<file path="config.mk">
export PLATFORM = sky130hd
export DESIGN_NAME = seq_restoring_divider
export DESIGN_NICKNAME = d
export VERILOG_FILES = /design/src/rtl/div_pkg.sv /design/src/rtl/div_iter_cnt.sv /design/src/rtl/seq_restoring_divider.sv
export SDC_FILE = /design/constraint.sdc
export NUM_CORES = 1
export LEC_CHECK = 0
export CORE_MARGIN = 2
export CORE_UTILIZATION = 43
export DETAILED_ROUTE_END_ITERATION = 16
export GPL_TIMING_DRIVEN = 0
export PLACE_DENSITY_LB_ADDON = 0.3
export SETUP_SLACK_MARGIN = 0.15
export SYNTH_ARGS = -nofsm -noshare
export SYNTH_HDL_FRONTEND = slang
export SYNTH_SLANG_ARGS = --single-unit
export TNS_END_PERCENT = 20
</file>
<file path="constraint.sdc">
create_clock -name clk -period 2.5 [get_ports clk]
set_clock_uncertainty 0.1 [all_clocks]
set_input_delay 0.75 -clock clk [delete_from_list [all_inputs] [get_ports clk]]
set_output_delay 0.75 -clock clk [all_outputs]
set_load 0.01 [all_outputs]
</file>
<file path="src/rtl/div_pkg.sv">
// Shared types and constants for the sequential restoring divider.
// Provides the FSM state enum, default width and divide-by-zero quotient.
package div_pkg;

    typedef enum logic [1:0] {
        IDLE,
        CALC,
        DONE
    } div_state_t;

    localparam int DIV_WIDTH_DEFAULT = 8;

    // All-ones pattern; callers truncate to their width.
    // Reads as max unsigned, or -1 in two's complement.
    function automatic logic [63:0] dbz_quot();
        return '1;
    endfunction

endpackage

</file>
<file path="src/rtl/div_iter_cnt.sv">
// Iteration up-counter for the restoring divider.
// Ports: clk, reset (async active-low), clr, inc, tc (cnt==WIDTH-1).
module div_iter_cnt #(
    parameter int WIDTH = 8
) (
    input  logic clk,
    input  logic reset,
    input  logic clr,
    input  logic inc,
    output logic tc
);

    localparam int CW = $clog2(WIDTH);

    logic [CW-1:0] cnt;

    assign tc = (cnt == CW'(WIDTH - 1));

    // Returning to zero on the terminal edge avoids wrap
    // when WIDTH is not a power of two.
    always_ff @(posedge clk or negedge reset) begin
        if (!reset) begin
            cnt <= '0;
        end else if (clr || (inc && tc)) begin
            cnt <= '0;
        end else if (inc) begin
            cnt <= cnt + CW'(1);
        end
    end

endmodule

</file>
<file path="src/rtl/seq_restoring_divider.sv">
// Multi-cycle restoring divider, start/done handshake, WIDTH iterations.
// Ports: clk, reset (async active-low), start, dividend, divisor -> busy,
// done, quotient, remainder, div_by_zero. Macro SIGNED_DIV_EN: signed ops.
module seq_restoring_divider
    import div_pkg::*;
#(
    parameter int WIDTH = DIV_WIDTH_DEFAULT
) (
    input  logic             clk,
    input  logic             reset,
    input  logic             start,
    input  logic [WIDTH-1:0] dividend,
    input  logic [WIDTH-1:0] divisor,
    output logic             busy,
    output logic             done,
    output logic [WIDTH-1:0] quotient,
    output logic [WIDTH-1:0] remainder,
    output logic             div_by_zero
);

    div_state_t state, state_nxt;

    logic [WIDTH-1:0] r, q, dvsr;
    logic [WIDTH-1:0] r_sh, r_nxt, q_nxt;
    logic [WIDTH:0]   trial;
    logic [WIDTH-1:0] a_mag, b_mag, q_fin, r_fin, dbz_q;
    logic             accept, calc, tc, zdiv;

    assign accept = (state == IDLE) && start;
    assign calc   = (state == CALC);
    assign zdiv   = (divisor == '0);
    assign busy   = (state != IDLE);
    assign done   = (state == DONE);
    assign dbz_q  = WIDTH'(dbz_quot());

    div_iter_cnt #(.WIDTH(WIDTH)) u_cnt (
        .clk   (clk),
        .reset (reset),
        .clr   (accept),
        .inc   (calc),
        .tc    (tc)
    );

    // One restoring step: shift {R,Q}, trial subtract, keep or restore.
    assign r_sh  = {r[WIDTH-2:0], q[WIDTH-1]};
    assign trial = {1'b0, r_sh} - {1'b0, dvsr};
    assign r_nxt = trial[WIDTH] ? r_sh : trial[WIDTH-1:0];
    assign q_nxt = {q[WIDTH-2:0], ~trial[WIDTH]};

`ifdef SIGNED_DIV_EN
    logic neg_q, neg_r;

    assign a_mag = dividend[WIDTH-1] ? -dividend : dividend;
    assign b_mag = divisor[WIDTH-1] ? -divisor : divisor;
    assign q_fin = neg_q ? -q_nxt : q_nxt;
    assign r_fin = neg_r ? -r_nxt : r_nxt;

    always_ff @(posedge clk or negedge reset) begin
        if (!reset) begin
            neg_q <= 1'b0;
            neg_r <= 1'b0;
        end else if (accept) begin
            neg_q <= dividend[WIDTH-1] ^ divisor[WIDTH-1];
            neg_r <= dividend[WIDTH-1];
        end
    end
`else
    assign a_mag = dividend;
    assign b_mag = divisor;
    assign q_fin = q_nxt;
    assign r_fin = r_nxt;
`endif

    always_ff @(posedge clk or negedge reset) begin
        if (!reset) begin
            state <= IDLE;
        end else begin
            state <= state_nxt;
        end
    end

    always_comb begin
        state_nxt = state;
        unique case (state)
            IDLE: begin
                if (start) begin
                    state_nxt = zdiv ? DONE : CALC;
                end
            end
            CALC: begin
                if (tc) begin
                    state_nxt = DONE;
                end
            end
            DONE: begin
                state_nxt = IDLE;
            end
            default: begin
                state_nxt = IDLE;
            end
        endcase
    end

    always_ff @(posedge clk or negedge reset) begin
        if (!reset) begin
            r           <= '0;
            q           <= '0;
            dvsr        <= '0;
            quotient    <= '0;
            remainder   <= '0;
            div_by_zero <= 1'b0;
        end else if (accept) begin
            r    <= '0;
            q    <= a_mag;
            dvsr <= b_mag;
            // Divide-by-zero skips CALC and publishes at once.
            if (zdiv) begin
                quotient    <= dbz_q;
                remainder   <= dividend;
                div_by_zero <= 1'b1;
            end
        end else if (calc) begin
            r <= r_nxt;
            q <= q_nxt;
            if (tc) begin
                quotient    <= q_fin;
                remainder   <= r_fin;
                div_by_zero <= 1'b0;
            end
        end
    end

endmodule

</file>
=== Word level (Yosys, flattened, before mapping) ===
Cells that the tools add are included.

* $add $sub $neg: 2
* Equality and inequality tests: 6
* Multiplexer cells: 23
* Bitwise logic cells: 1
* Reduce and logical (&&, ||, !) cells: 11

{| class="wikitable"
|+ Operators by type and width
! operator !! count
|-
| 8-bit two-way mux || 11
|-
| 7-bit two-way mux || 2
|-
| 8-bit by 8-bit subtractor with 9-bit output || 1
|-
| 8-bit logical NOT || 1
|-
| 2-bit nonzero test || 4
|-
| 2-bit two-way mux || 3
|-
| 3-bit two-way mux || 2
|-
| 2-bit != test (second input constant) || 3
|-
| 1-bit two-way mux || 4
|-
| 2-bit one-hot mux with 2 select lines || 1
|-
| 3-bit by 1-bit adder with 3-bit output (second input constant) || 1
|-
| 3-bit equality test (second input constant) || 1
|-
| 3-bit AND reduction || 1
|-
| 2-bit by 1-bit equality test with 1-bit output (second input constant) || 1
|-
| 2-bit equality test (second input constant) || 1
|-
| 1-bit logical AND || 2
|-
| 2-bit logical NOT || 1
|-
| 2-bit AND reduction || 1
|-
| 1-bit logical OR || 1
|-
| 1-bit NOT || 1
|}

* Flip-flop bits (word level): 45
* Bits of input ports: 19
* Output and inout port bits: 19
* Logic and storage cells: 51

=== Longest topological paths before layout ===
Gate-level depths: netlist of the first run.

* Word-level depth: 5
* Mapped depth: 9
* Depth with buffers taken out: 9

=== By module ===
Synthesis of the first run repeated with hierarchy kept, for this count alone.

* Cells, all modules: 251
* Area, all modules: 2,314.7 µm²

{| class="wikitable"
|+ Modules (own cells, without submodules)
! module !! instances !! cells an instance !! area each (µm²) !! sequential area each (µm²)
|-
| seq_restoring_divider || 1 || 239 || 2,159.6 || 1,051.0
|-
| div_iter_cnt || 1 || 12 || 155.1 || 75.1
|}

=== Least setup slack after synthesis of the first run ===
Ideal clock, no wire load.

* Path kind: reg-to-reg
* From: reg q[7]
* To: reg remainder[2]
* Setup time: 0.073 ns
* Arrival time: 2.089 ns
* Data required time: 2.327 ns
* Path slack: 0.238 ns
* Cell stages (with the launch flop): 10
* Path buffers: 0
* Period minus slack after synthesis: 2.262 ns
* Cells stage by stage: dfrtp_1 inv_1 ha_1 inv_1 fa_1 a211o_1 a21o_1 a211oi_4 a22oi_1 a21oi_2

* Cells in the longest elaborated chain, start to end: 5

{| class="wikitable"
|+ RTL lines
! element !! line !! RTL
|-
| start: declaration || seq_restoring_divider.sv:23 || <nowiki>logic [WIDTH-1:0] r, q, dvsr;</nowiki>
|-
| start signal: assignment || seq_restoring_divider.sv:114 || <nowiki>q <= a_mag;</nowiki>
|-
| start signal: assignment || seq_restoring_divider.sv:124 || <nowiki>q <= q_nxt;</nowiki>
|-
| 8-bit by 8-bit subtractor with 9-bit output || seq_restoring_divider.sv:46 || <nowiki>assign trial = {1'b0, r_sh} - {1'b0, dvsr};</nowiki>
|-
| 8-bit two-way mux || seq_restoring_divider.sv:47 || <nowiki>assign r_nxt = trial[WIDTH] ? r_sh : trial[WIDTH-1:0];</nowiki>
|-
| 8-bit two-way mux || seq_restoring_divider.sv:125 || <nowiki>if (tc) begin</nowiki>
|-
| 8-bit two-way mux || seq_restoring_divider.sv:122 || <nowiki>end else if (calc) begin</nowiki>
|-
| 8-bit two-way mux || seq_restoring_divider.sv:112 || <nowiki>end else if (accept) begin</nowiki>
|-
| end signal: assignment || seq_restoring_divider.sv:119 || <nowiki>remainder <= dividend;</nowiki>
|-
| end signal: assignment || seq_restoring_divider.sv:127 || <nowiki>remainder <= r_fin;</nowiki>
|-
| end: declaration || seq_restoring_divider.sv:17 || <nowiki>output logic [WIDTH-1:0] remainder,</nowiki>
|}

No other way between the ends. The select of a mux whose other input is x is not followed.
A chain may end at the register's enable or synchronous reset.

=== Worst setup path in the final report of the first run ===
* From: reg q[7]
* To: reg r[6]

* Cells in the longest elaborated chain, start to end: 4

{| class="wikitable"
|+ RTL lines
! element !! line !! RTL
|-
| 8-bit by 8-bit subtractor with 9-bit output || seq_restoring_divider.sv:46 ||
|-
| 8-bit two-way mux || seq_restoring_divider.sv:47 ||
|-
| 7-bit two-way mux || seq_restoring_divider.sv:122 ||
|-
| 7-bit two-way mux || seq_restoring_divider.sv:112 ||
|-
| end signal: assignment || seq_restoring_divider.sv:123 || <nowiki>r <= r_nxt;</nowiki>
|-
| end: declaration || seq_restoring_divider.sv:23 ||
|}

No other way between the ends. The select of a mux whose other input is x is not followed.

==> qor.txt, run 1 <==
Starting Density = 0.451
Compound-Gate Fraction of Synth Area = 0.199
Routability Congestion = 0.838
XOR/XNOR Fraction of Synth Area = 0.00751
largest net degree at the start of global routing = 30
Synth Area in Simple Gates = 0.208
final std cells w/o fill = 376
grt total ovfl = 0
status = completed
first-pass GRT wire length = 9360 um
Power Density = 1500 nW/um2
Worst Path Max Fanout = 3
Final Max Tran Viols = 0
RSZ-0062 raised after global routing = yes
worst path required time = 2630 ps
post-route ant nets = 0
R2R cell count = 10
ys flop type = dfrtp_1
num rows = 26
Area Growth Syn to Fin = 34.7%
clock power share = 0.119
CTS tree = done
number of global-route vias before repair = 1939
Clock Latency Late Sink = 310 ps
CP Launch Type = flip-flop
post-DP HPWL = 4050 um
routed via count = 2001
drt first pass iters = 4
worst flop-to-flop path endpoint = r[6]$_DFFE_PN0P_
reg2reg start = q[7]$_DFFE_PN0P_
mux cell area share after synthesis = 0
Sw Pwr = 0.00202 W
critical path class = reg -> reg
gr usage total = 0.197
Int Pwr = 0.00269 W
total clock sinks = 45
H-tree Lvls = 2
setup tns final = 0 ps
Placeable Area = 5170 um2
Final Cycle Share = 0.946
final worst slack = 136 ps
P_leak = 1.44 nW
asr flop ratio synth = 1.00
Mapped Nets = 279
Layout Utilization = 0.608
Hold Vio Cnt, Final = 0
Clk pin slew, worst setup/hold paths = 90 ps
EDFF count, synth = 0
Syn Area/Cell = 9.37 um2
register-to-register setup slack = 140 ps
largest family of logic cells by synthesized area = simple AND/OR/NAND/NOR gates
Antenna Cells = 0
Worst VDD drop = 0.728 mV
synthesized cell area = 2330 um2
fmax = 423 MHz
Min Hold Slack = 266 ps
Max-Cap Viols = 0
final setup fails = 0
Distinct cells, synth = 44
register bit count reported by yosys = 45
register area share after synthesis = 0.483
Critical Path AT = 2490 ps
endpoint class of the critical path = flip-flop
Hold Crit Class = in -> async
combinational share of power = 0.594
hold_buf cts = 0
Syn Inst Count = 249
DRC Markers = 0
Inserted Clock Buffers = 5
placed cell count = 357
Clock Tree Root = clkbuf_8
Max clock buf depth = 2
dpl ws = -333 ps
layout cell share with drive strength beyond 1 = 0.196
WL per Instance = 14.7 um
Die Width = 77.7 um
port bufs = 37
Final Critical Period = 2360 ps
Post-Route WL = 5510 um
sequential share of power = 0.286
die area = 6030 um2
measured slew at the worst slew-check pin = 696 ps
vias per cell = 5.32
Die H = 77.7 um
Slew HR = 0.535
initial antenna violation count = 0
Switching Share = 0.429
Synth Warn # = 0
Net count, final = 335
Iter 0 DRT Violations = 60
Post-Synth Adder-Cell Area = 0.0622
Top Ports = 38
-- cell type report --
cell class / instances / area [um2]
fillers: 432 / 2030
clock buffers: 5 / 68.8
flip-flops and latches: 45 / 1130
plain buffers: 8 / 57.6
repair buffers: 49 / 498
inverters: 11 / 41.3
well taps: 70 / 87.6
clock inverters: 3 / 46.3
multi-input cells: 185 / 1220
-- power by group through the flow --
stage	logic [W]	clock network [W]	registers (W)
finish	0.00280	0.000561	0.00135
global placement	0.00235	0	0.00134
CTS	0.00267	0.000571	0.00134
floorplan	0.00164	0	0.00136
global route	0.00312	0.000607	0.00140
detailed placement	0.00242	0	0.00135
-- per-stage QoR --
step / total power (W) / cell area (um2)
floorplan: 0.00300 / 2330
CTS: 0.00458 / 3010
detailed placement: 0.00377 / 2810
global route: 0.00512 / 3140
global placement: 0.00369 / 2790
finish: 0.00471 / 3140
-- registers in the layout (all words and copies together), names as in the netlist --
| register | flops |
|---|---|
| u_cnt.cnt | 3 |
| div_by_zero | 1 |
| dvsr | 8 |
| remainder | 8 |
| q | 8 |
| quotient | 8 |
| r | 7 |
| state | 2 |
-- Yosys cell counts (all sizes together), types with 2 or more instances --
cell	n	share of area
nor2	33	0.063
nand2b	2	0.0054
nor2b	3	0.0080
a31oi	9	0.024
inv	11	0.018
a21o	5	0.016
a22oi	10	0.032
buf	2	0.013
ha	10	0.054
dfrtp	45	0.48
a21oi	14	0.035
nand2	41	0.070
clkbuf	6	0.0097
nand3b	2	0.0064
nor3	7	0.015
and3	2	0.0054
nand3	2	0.0043
a211oi	2	0.012
or4	2	0.0097
o21ai	24	0.051
-- per-layer routing --
| metal | routed length, um | vias up | GRT usage |
|---|---|---|---|
| met5 | 0 | - | 0 |
| met4 | 57 | 0 | 0.0482 |
| met3 | 219 | 8 | 0.0430 |
| met2 | 2690 | 52 | 0.330 |
| met1 | 2550 | 961 | 0.258 |
| li1 | - | 980 | - |
-- placed cells by master, fill, tap and decap left out, types with 5 or more instances in the layout --
| cell | netlist | layout |
|---|---|---|
| dfrtp_1 | 45 | 45 |
| nand2_1 | 39 | 38 |
| clkdlybuf4s50_1 | 0 | 27 |
| nor2_1 | 24 | 24 |
| o21ai_0 | 10 | 10 |
| inv_1 | 11 | 9 |
| nor2_2 | 9 | 9 |
| o21ai_1 | 14 | 9 |
| a22oi_1 | 10 | 9 |
| ha_1 | 10 | 9 |
| dlymetal6s2s_1 | 0 | 9 |
| buf_4 | 0 | 9 |
| a21oi_1 | 11 | 8 |
| nor3_1 | 7 | 7 |
| a31oi_1 | 9 | 7 |
| clkbuf_1 | 6 | 6 |
| a21oi_2 | 3 | 6 |
| a21o_1 | 5 | 5 |
| clkbuf_8 | 0 | 5 |
-- worst max-delay path, stage by stage, from the launching register on --
cell      delay, ps
dfrtp_1         410
inv_2            80
ha_4            140
inv_2            40
fa_2            330
a211o_1         320
a21o_1          230
buf_4           160
o211ai_1        150
o311ai_4        180
o21ai_1         160
-- what timing repair did --
item | 4_1_cts | 5_1_grt
pin swaps | 8 | 14
setup endpoints to repair | 21 | 35
cloned | 0 | 0
resized for setup | 12 | 25
setup buffers | 5 | 6
-- logic make-up after synthesis --
family          after synthesis
simple gates                100
compound gates               72
flops                        45
buf+inv                      19
fa+ha+maj                    11
xor+xnor                      2
-- worst max path at each step --
stage,start,to,cells past startpoint
final,q[7]$_DFFE_PN0P_,r[6]$_DFFE_PN0P_,10
after global routing,q[7]$_DFFE_PN0P_,r[2]$_DFFE_PN0P_,10
after CTS,q[7]$_DFFE_PN0P_,r[2]$_DFFE_PN0P_,10
after detailed placement,start,remainder[3]$_DFFE_PN0P_,6
after global placement,reset,r[2]$_DFFE_PN0P_,1
after floorplan,q[7]$_DFFE_PN0P_,remainder[2]$_DFFE_PN0P_,9
(Power assumes the default switching activity.)
==> run 2: changes to the inputs <==
- CORE_MARGIN: 2 -> 3
==> qor.txt, run 2 (same netlist as run 1, synthesis figures left out) <==
critical path class = in -> reg
number of global-route vias before repair = 1971 (+1.7%)
Iter 0 DRT Violations = 94 (+57%)
Layout Utilization = 0.611 (+0.00290)
Max-Cap Viols = 0 (unchanged)
port bufs = 37 (unchanged)
setup tns final = 0 ps (unchanged)
slowest cell on the critical path = or4_4
first-pass GRT wire length = 9430 um (+0.74%)
Reg area = 1130 um2 (unchanged)
RSZ-0062 raised after global routing = yes
Hold Crit Class = in -> async
Die H = 79.7 um (+2.6%)
most common cell after layout, fill and taps aside = dfrtp_1
Starting Density = 0.451 (unchanged)
Post-Route WL = 5720 um (+3.8%)
total power = 0.00471 W (about the same)
Placed Area = 2810 um2 (unchanged)
die area = 6350 um2 (+5.2%)
Final Critical Period = 2460 ps (+92.4 ps)
Inserted Clock Buffers = 5 (unchanged)
dpl ws = -315 ps (+17.9 ps)
largest net degree at the start of global routing = 30 (unchanged)
Die Width = 79.7 um (+2.6%)
post-DP HPWL = 4120 um (+1.6%)
total clock sinks = 45 (unchanged)
grt total ovfl = 0 (unchanged)
WL per Instance = 15.2 um (+3.8%)
Placeable Area = 5170 um2 (unchanged)
hold_buf cts = 0 (unchanged)
Worst VDD drop = 0.670 mV (-8.0%)
Global Route met2 Usage = 0.328 (-0.00213)
cell area after layout = 3160 um2 (+0.48%)
Top Usage Layer GRT = met2
layout cell share with drive strength beyond 1 = 0.209 (+0.0131)
DRC Markers = 0 (unchanged)
Worst Path Max Fanout = 5 (+2)
fmax = 407 MHz (-3.8%)
vias per cell = 5.40 (+1.5%)
H-tree Lvls = 2 (unchanged)
Net count, final = 335 (unchanged)
CP cell instances = clkdlybuf4s50_1 > or4_4 > or3_4 > buf_8 > o21ai_4 > a31oi_2
Clock Tree Root = clkbuf_8
gr usage total = 0.190 (-0.00695)
worst path required time = 2580 ps (-50 ps)
Largest stage delay, worst path = 510 ps (+100 ps)
CTS tree = done
CP delay by family, top = simple AND/OR/NAND/NOR gates
Max clock buf depth = 2 (unchanged)
Routability Congestion = 0.795 (-5.1%)
met3 Resource Use GR = 0.0339 (-0.00916)
Hold Vio Cnt, Final = 0 (unchanged)
post-route ant nets = 0 (unchanged)
Top Ports = 38 (unchanged)
Area Growth Syn to Fin = 35.4%
routed via count = 2032 (+1.5%)
Antenna Cells = 0 (unchanged)
measured slew at the worst slew-check pin = 641 ps (-55.0 ps)
Clk pin slew, worst setup/hold paths = 100 ps (about the same)
multi-input logic area = 1250 um2 (+3.0%)
reg2reg start = q[7]$_DFFE_PN0P_
Final Max Tran Viols = 0 (unchanged)
final setup fails = 0 (unchanged)
CP Launch Type = input port
commonest non-fill, non-tap cells in the layout = 45 x dfrtp_1, 36 x nand2_1, 31 x clkdlybuf4s50_1, 23 x nor2_1
P_leak = 1.40 nW (-2.2%)
Clock Latency Late Sink = 300 ps (about the same)
num rows = 26 (unchanged)
final worst slack = 43.8 ps (-92.4 ps)
Slew HR = 0.571 (+0.0368)
met1 Usage GRT = 0.247 (-0.0114)
drt first pass iters = 4 (unchanged)
Final Cycle Share = 0.982 (+0.0370)
worst path bufs/invs = 2 (-1)
initial antenna violation count = 0 (unchanged)
Power Density = 1490 nW/um2 (-0.43%)
status = completed
filler instances = 438 (+1.4%)
Critical Path Start = divisor[3]
endpoint class of the critical path = flip-flop
Critical Path AT = 2540 ps (+50 ps)
==> run 2: cell types whose count changed in the layout (fill, tap and decap cells not counted), sizes merged <==
cell | before | now
clkdlybuf4s50 | 27 | 31
dlymetal6s2s | 9 | 5
buf | 15 | 14
bufinv | 1 | 0
clkbuf | 11 | 12
inv | 11 | 12
==> run 2: what timing repair did <==
item	4_1_cts	5_1_grt
resized for setup	11	26
pin swaps	6	24
setup buffers	5	5
cloned	0	1
endpoints found under the hold margin	0	0
endpoints found under the setup margin	21	33
==> run 2: power by group <==
part / internal (W) / switching (W) / total (W)
Combinational: 0.00135 / 0.00154 / 0.00289
Clock: 0.000199 / 0.000271 / 0.000469
Sequential: 0.00110 / 0.000259 / 0.00135
==> run 2: metal layers <==
layer	wire (um)	part of all wire	vias up
li1	-	-	993
met1	2520	0.44	971
met2	2810	0.49	58
met3	300	0.052	10
met4	82	0.014	0
met5	0	0	-
==> run 2: metrics by stage <==
| stage | instances | hold WS (ps) |
|---|---|---|
| after global routing | 376 | 277 |
| after floorplan | 249 | 350 |
| after global placement | 356 | 383 |
| after CTS | 370 | 265 |
| after detailed placement | 357 | 387 |
| final | 376 | 258 |
==> run 2: worst paths after layout <==
path,cells past startpoint,endpoint,slack (ps)
setup / recovery,6,remainder[7]$_DFFE_PN0P_,40
hold / removal,1,state[1]$_DFFE_PN0P_,260
setup reg to reg,10,r[2]$_DFFE_PN0P_,100
hold reg to reg,1,u_cnt.cnt[0]$_DFFE_PN0P_,400
max in group asynchronous,2,r[3]$_DFFE_PN0P_,1550
min in group clk,1,u_cnt.cnt[0]$_DFFE_PN0P_,400
==> run 2: cell type report <==
class	instances	area share
clock buffers	5	0.0218
plain buffers	8	0.0182
multi-input cells	185	0.397
repair buffers	49	0.159
flip-flops and latches	45	0.356
well taps	70	0.0277
inverters	11	0.0131
clock inverters	3	0.00673
==> run 3: changes to the inputs <==
- CORE_MARGIN: 3 -> 2
- CTS_CLUSTER_DIAMETER: unset -> 200
==> results of run 3 <==
Final layout, timing and power as in run 1 (identical DEF).
